==> src/rtl/ps2_key_fifo.sv <==
// PS/2 keyboard event queue: captures each ps2_key[10] toggle into a FIFO drained by CPU reads.
// Optional PS2_KEY_FIFO_RELEASE_FILTER_EN: when defined, release events are not queued.
module ps2_key_fifo #(
  parameter int unsigned DEPTH_LOG2 = 4
) (
  input  logic        clk_24,
  input  logic        reset,
  input  logic [10:0] ps2_key,
  input  logic        cs,
  input  logic [1:0]  cpu_addr,
  input  logic        cpu_rd_n,
  input  logic        cpu_wr_n,
  input  logic [7:0]  cpu_dout,
  output logic [7:0]  dout,
  output logic        not_empty
);

  localparam int unsigned AW    = DEPTH_LOG2;
  localparam int unsigned CW    = DEPTH_LOG2 + 1;
  localparam int unsigned DEPTH = 1 << DEPTH_LOG2;

  logic [9:0]    mem [DEPTH];
  logic [AW-1:0] wr_ptr;
  logic [AW-1:0] rd_ptr;
  logic [CW-1:0] count;
  logic          overflow;
  logic          toggle_prev;
  logic          rd_n_prev;
  logic          wr_n_prev;

  logic          full;
  logic          empty;
  logic          push_req;
  logic          pop_req;
  logic          clr;
  logic          do_push;
  logic          do_pop;
  logic          ovf_set;
  logic [9:0]    head;
  logic [4:0]    count_field;
  logic [31:0]   count_ext;
  logic          unused;

  assign unused    = ^cpu_dout[7:1];
  assign full      = (count == CW'(DEPTH));
  assign empty     = (count == '0);
  assign not_empty = ~empty;
  assign head      = mem[rd_ptr];

  // Event detection, CPU strobe rising edges and push/pop arbitration
  always_comb begin
    push_req = (ps2_key[10] != toggle_prev);
`ifdef PS2_KEY_FIFO_RELEASE_FILTER_EN
    push_req = push_req & ps2_key[9];
`endif
    pop_req = cs && (cpu_addr == 2'd3) && cpu_rd_n && !rd_n_prev;
    clr     = cs && (cpu_addr == 2'd0) && cpu_wr_n && !wr_n_prev && cpu_dout[0];
    do_pop  = pop_req && !empty && !clr;
    do_push = push_req && (!full || do_pop) && !clr;
    ovf_set = push_req && full && !do_pop && !clr;
  end

  // Status count field saturates when the FIFO is deeper than 31 entries
  always_comb begin
    count_ext = 32'(count);
    if (count_ext > 32'd31) begin
      count_field = 5'd31;
    end else begin
      count_field = count_ext[4:0];
    end
  end

  always_comb begin
    dout = 8'h00;
    unique case (cpu_addr)
      2'd0: dout = {not_empty, overflow, full, count_field};
      2'd1: dout = empty ? 8'h00 : head[7:0];
      2'd2: dout = empty ? 8'h00 : {6'b0, head[9:8]};
      2'd3: dout = empty ? 8'h00 : head[7:0];
      default: dout = 8'h00;
    endcase
  end

  always_ff @(posedge clk_24) begin
    if (reset) begin
      wr_ptr      <= '0;
      rd_ptr      <= '0;
      count       <= '0;
      overflow    <= 1'b0;
      toggle_prev <= ps2_key[10];
      rd_n_prev   <= 1'b1;
      wr_n_prev   <= 1'b1;
    end else begin
      toggle_prev <= ps2_key[10];
      rd_n_prev   <= cpu_rd_n;
      wr_n_prev   <= cpu_wr_n;
      if (clr) begin
        wr_ptr   <= '0;
        rd_ptr   <= '0;
        count    <= '0;
        overflow <= 1'b0;
      end else begin
        if (do_push) wr_ptr <= wr_ptr + AW'(1);
        if (do_pop)  rd_ptr <= rd_ptr + AW'(1);
        unique case ({do_push, do_pop})
          2'b10:   count <= count + CW'(1);
          2'b01:   count <= count - CW'(1);
          default: count <= count;
        endcase
        if (ovf_set) overflow <= 1'b1;
      end
    end
  end

  // Storage has no reset; entries are only visible through count
  always_ff @(posedge clk_24) begin
    if (!reset && do_push) begin
      mem[wr_ptr] <= {ps2_key[9:8], ps2_key[7:0]};
    end
  end

endmodule

==> config.mk <==
export PLATFORM = sky130hd
export DESIGN_NAME = ps2_key_fifo
export DESIGN_NICKNAME = d
export VERILOG_FILES = /design/src/rtl/ps2_key_fifo.sv
export SDC_FILE = /design/constraint.sdc
export NUM_CORES = 1
export LEC_CHECK = 0
export CAP_MARGIN = 20
export CORE_ASPECT_RATIO = 1.4
export CORE_MARGIN = 3
export CORE_UTILIZATION = 39
export CTS_CLUSTER_DIAMETER = 120
export DETAILED_ROUTE_END_ITERATION = 8
export GPL_ROUTABILITY_DRIVEN = 1
export PLACE_DENSITY = 0.59
export REMOVE_ABC_BUFFERS = 1
export SETUP_SLACK_MARGIN = 0.5
export SYNTH_ARGS = -nofsm -noshare
export SYNTH_HDL_FRONTEND = slang
export SYNTH_SLANG_ARGS = --single-unit
==> constraint.sdc <==
create_clock -name clk_24 -period 4.1 [get_ports clk_24]
set_input_delay 0.82 -clock clk_24 [delete_from_list [all_inputs] [get_ports clk_24]]
set_output_delay 0.82 -clock clk_24 [all_outputs]
set_load 0.01 [all_outputs]
==> flow_metrics.env <==
export IMPL_drv_cap=0
export IMPL_slew_headroom_pct=56.2
export IMPL_drtPass1Iterations=4
export IMPL_initial_core_util_pct=40.4
export IMPL_critPathMaxFanout=8
export IMPL_min_period_ps=3500
export IMPL_io_buffers=27
export IMPL_synth_top_family_by_area="multiplexers"
export IMPL_min_from="overflow$_SDFFE_PP0P_"
export IMPL_finalSetupTns_ps=0
export IMPL_fmax_mhz=286
export IMPL_antenna_found_initial=0
export IMPL_mostFrequentLayoutCells="edfxtp_1 (160), nor2_1 (41), buf_4 (35)"
export IMPL_antenna_left=0
export IMPL_yosys_register_bits=181
export IMPL_cts_tree="done"
export IMPL_synth_mux_area_share_pct=14.5
export IMPL_min_path_cells=1
export IMPL_ys_flop_type="edfxtp_1"
export IMPL_synth_cell_types=48
export IMPL_grt_max_degree=25
export IMPL_rsz0062_at_grt="no"
export IMPL_die_h_um=168
export IMPL_peakVddDrop_v=0.000347
export IMPL_status="completed"
export IMPL_hpwlAfterDp_um=10600
export IMPL_skew_ps=10.9
export IMPL_arrival_ps=2680
export IMPL_avgRoutedWirePerCell_um=22.0
export IMPL_drv_slew=0
export IMPL_clk_path_buf_depth=2
export IMPL_wl_um=16100
export IMPL_critical_path_max_stage_delay_ps=560
export IMPL_synth_compound_area_share_pct=4.02
export IMPL_p_leak_nw=2.86
export IMPL_hp_class="flop to flop"
export IMPL_yosys_area_share_simple_pct=5.28
export IMPL_synth_edf_count=160
export IMPL_drc=0
export IMPL_yosysWarningCount=0
export IMPL_synth_adder_area_share_pct=1.80
export IMPL_netlist_area_sq_mm=0.00735
export IMPL_io_pins=35
export IMPL_setup_viol=0
export IMPL_final_hold_viol_count=0
export IMPL_avgViaCountPerCell=5.33
export IMPL_critPathTopFamily="buffers and inverters"
export IMPL_design_core_area_sq_mm=0.0182
export IMPL_dp_cells=699
export IMPL_synth_area_per_cell_sq_um=17.7
export IMPL_finalNetCount=517
export IMPL_drive_gt1_share_pct=23.7
export IMPL_cp_slowest_cell="clkdlybuf4s50_1"
export IMPL_fill_cells=1508
export IMPL_cp_cell_sequence="clkdlybuf4s50_1, buf_4, nor2_1, buf_4, o32ai_1, o211ai_1, clkdlybuf4s50_1"
export IMPL_period_share_pct=85.4
export IMPL_cp_num_buf_inv=4
export IMPL_ctsHoldBuffers=0
export IMPL_rr_worst_depth=12
export IMPL_clock_tree_root_cell="clkbuf_16"
export IMPL_critPathLaunchType="input port"
export IMPL_first_iter_violations=359
export IMPL_syn_inst=415
export IMPL_num_vias=3915
export IMPL_rrSetupSlack_ps=1180
export IMPL_critPathRequiredTime_ps=3280
export IMPL_synthArstFlopShare_pct=0
export IMPL_htreeDepth=4
export IMPL_die_width_um=122
export IMPL_grt_pass1_wl_um=24900
export IMPL_worstSetupEndpointType="output pin"
export IMPL_num_rows=58
export IMPL_grt_total_usage_pct=16.7
export IMPL_holdPathEnd="overflow$_SDFFE_PP0P_"
export IMPL_powerDensity_mw_per_mm2=452
export IMPL_cts_sinks=181
export IMPL_final_common_cell="edfxtp_1"
export IMPL_synthXorXnorAreaFrac_pct=1.31
export IMPL_path_clk_slew_ps=70
export IMPL_gp_congestion=0.777
export IMPL_fp_dieArea_sq_mm=0.0206
export IMPL_fin_cells=734
export IMPL_r2r_start="count[0]$_SDFFE_PP0P_"
export IMPL_worst_pin_slew_ps=655
export IMPL_worstSkewPairLatency_ps=430
export IMPL_grt_overflow=0
export IMPL_grt_pass1_vias=4111
export IMPL_antenna_cells=0
export IMPL_area_growth_synth_to_final_pct=19.7
export IMPL_worst_r2r_endpoint="count[4]$_SDFFE_PP0P_"
export IMPL_worst_setup_path_type="input port to output pin"
export IMPL_cts_buffers=17
export IMPL_yosysSeqAreaShare_pct=71.1
==> what timing repair did <==
| item | CTS | global route |
|---|---|---|
| buffers inserted | 3 | 0 |
| endpoints found under the setup margin | 8 | 0 |
| gates resized for setup | 8 | 0 |
==> logic make-up (layout without fill, tap and decap cells) <==
kind of cell / count (synthesis) / in the layout
AOI/OAI and AO/OA: 43 / 43
buffers and inverters: 27 / 106
DFF: 181 / 181
and+or+nand+nor: 84 / 84
xor gates and xnor gates: 11 / 11
muxes: 59 / 59
adders and majority gates: 10 / 10
==> synthesized netlist by cell type, types with 3 or more instances <==
| library cell | instances | share of area [%] |
|---|---|---|
| edfxtp_1 | 160 | 65 |
| o211ai_1 | 5 | 0.51 |
| nor2_1 | 41 | 2.1 |
| nand4_1 | 4 | 0.34 |
| a22o_1 | 3 | 0.36 |
| nand3_1 | 7 | 0.48 |
| xor2_1 | 7 | 0.83 |
| nor2b_1 | 5 | 0.43 |
| mux4_2 | 27 | 8.3 |
| xnor2_1 | 4 | 0.48 |
| dfxtp_1 | 21 | 5.7 |
| o21ai_0 | 6 | 0.41 |
| buf_2 | 9 | 0.61 |
| mux4_1 | 8 | 2.9 |
| mux2i_1 | 19 | 2.6 |
| a21oi_1 | 14 | 0.95 |
| nand2_1 | 15 | 0.77 |
| inv_1 | 6 | 0.31 |
| mux2_2 | 5 | 0.77 |
| ha_1 | 9 | 1.5 |
| clkbuf_1 | 4 | 0.20 |
==> through the flow <==
step	cell area, sq um	setup slack (ps)	total power, mW	util [%]	hold slack, ps
2_1_floorplan	7230	589	2.18	-	441
3_3_place_gp	8100	412	2.29	44.5	506
3_5_place_dp	8100	366	2.30	44.5	522
4_1_cts	8800	589	4.02	48.3	539
5_1_grt	8800	501	4.09	48.3	563
6_report	8800	600	3.98	48.3	527
==> cell type report <==
class / instances / area (sq um) / share of cell area, %
tap: 240 / 300 / 3.41
timing repair buffer: 67 / 623 / 7.08
multi-input combinational: 207 / 1980 / 22.5
sequential: 181 / 5230 / 59.5
clock inverter: 15 / 215 / 2.45
inverter: 7 / 26.3 / 0.299
clock buffer: 17 / 425 / 4.83
==> how the worst max path moves through the flow <==
| stage | start | to | cells after the start |
|---|---|---|---|
| after floorplan | flop | dout[1] | 4 |
| after global placement | cpu_addr[0] | count[4]$_SDFFE_PP0P_ | 12 |
| after detailed placement | cpu_addr[0] | count[4]$_SDFFE_PP0P_ | 12 |
| after CTS | flop | dout[2] | 6 |
| after global routing | flop | dout[2] | 6 |
| final | cpu_addr[0] | dout[1] | 7 |
==> report_power, final <==
part	internal, mW	switching (mW)	leakage [nW]
Combinational	0.0972	0.121	0.943
Sequential	2.03	0.0138	1.61
Clock	0.988	0.733	0.306
==> metal layers <==
metal / share of wire [%] / track usage, %
met5: 0 / 0
met1: 40 / 20.1
met4: 2.1 / 5.90
met2: 54 / 29.7
met3: 3.4 / 3.23
==> state kept, by name, summed over array words and instances, names as in the netlist, named ones only <==
| register | flops |
|---|---|
| toggle_prev | 1 |
| rd_n_prev | 1 |
| mem | 160 |
| wr_n_prev | 1 |
| count | 5 |
| overflow | 1 |
| wr_ptr | 4 |
| rd_ptr | 4 |
Power figures use the tool's default switching activity.
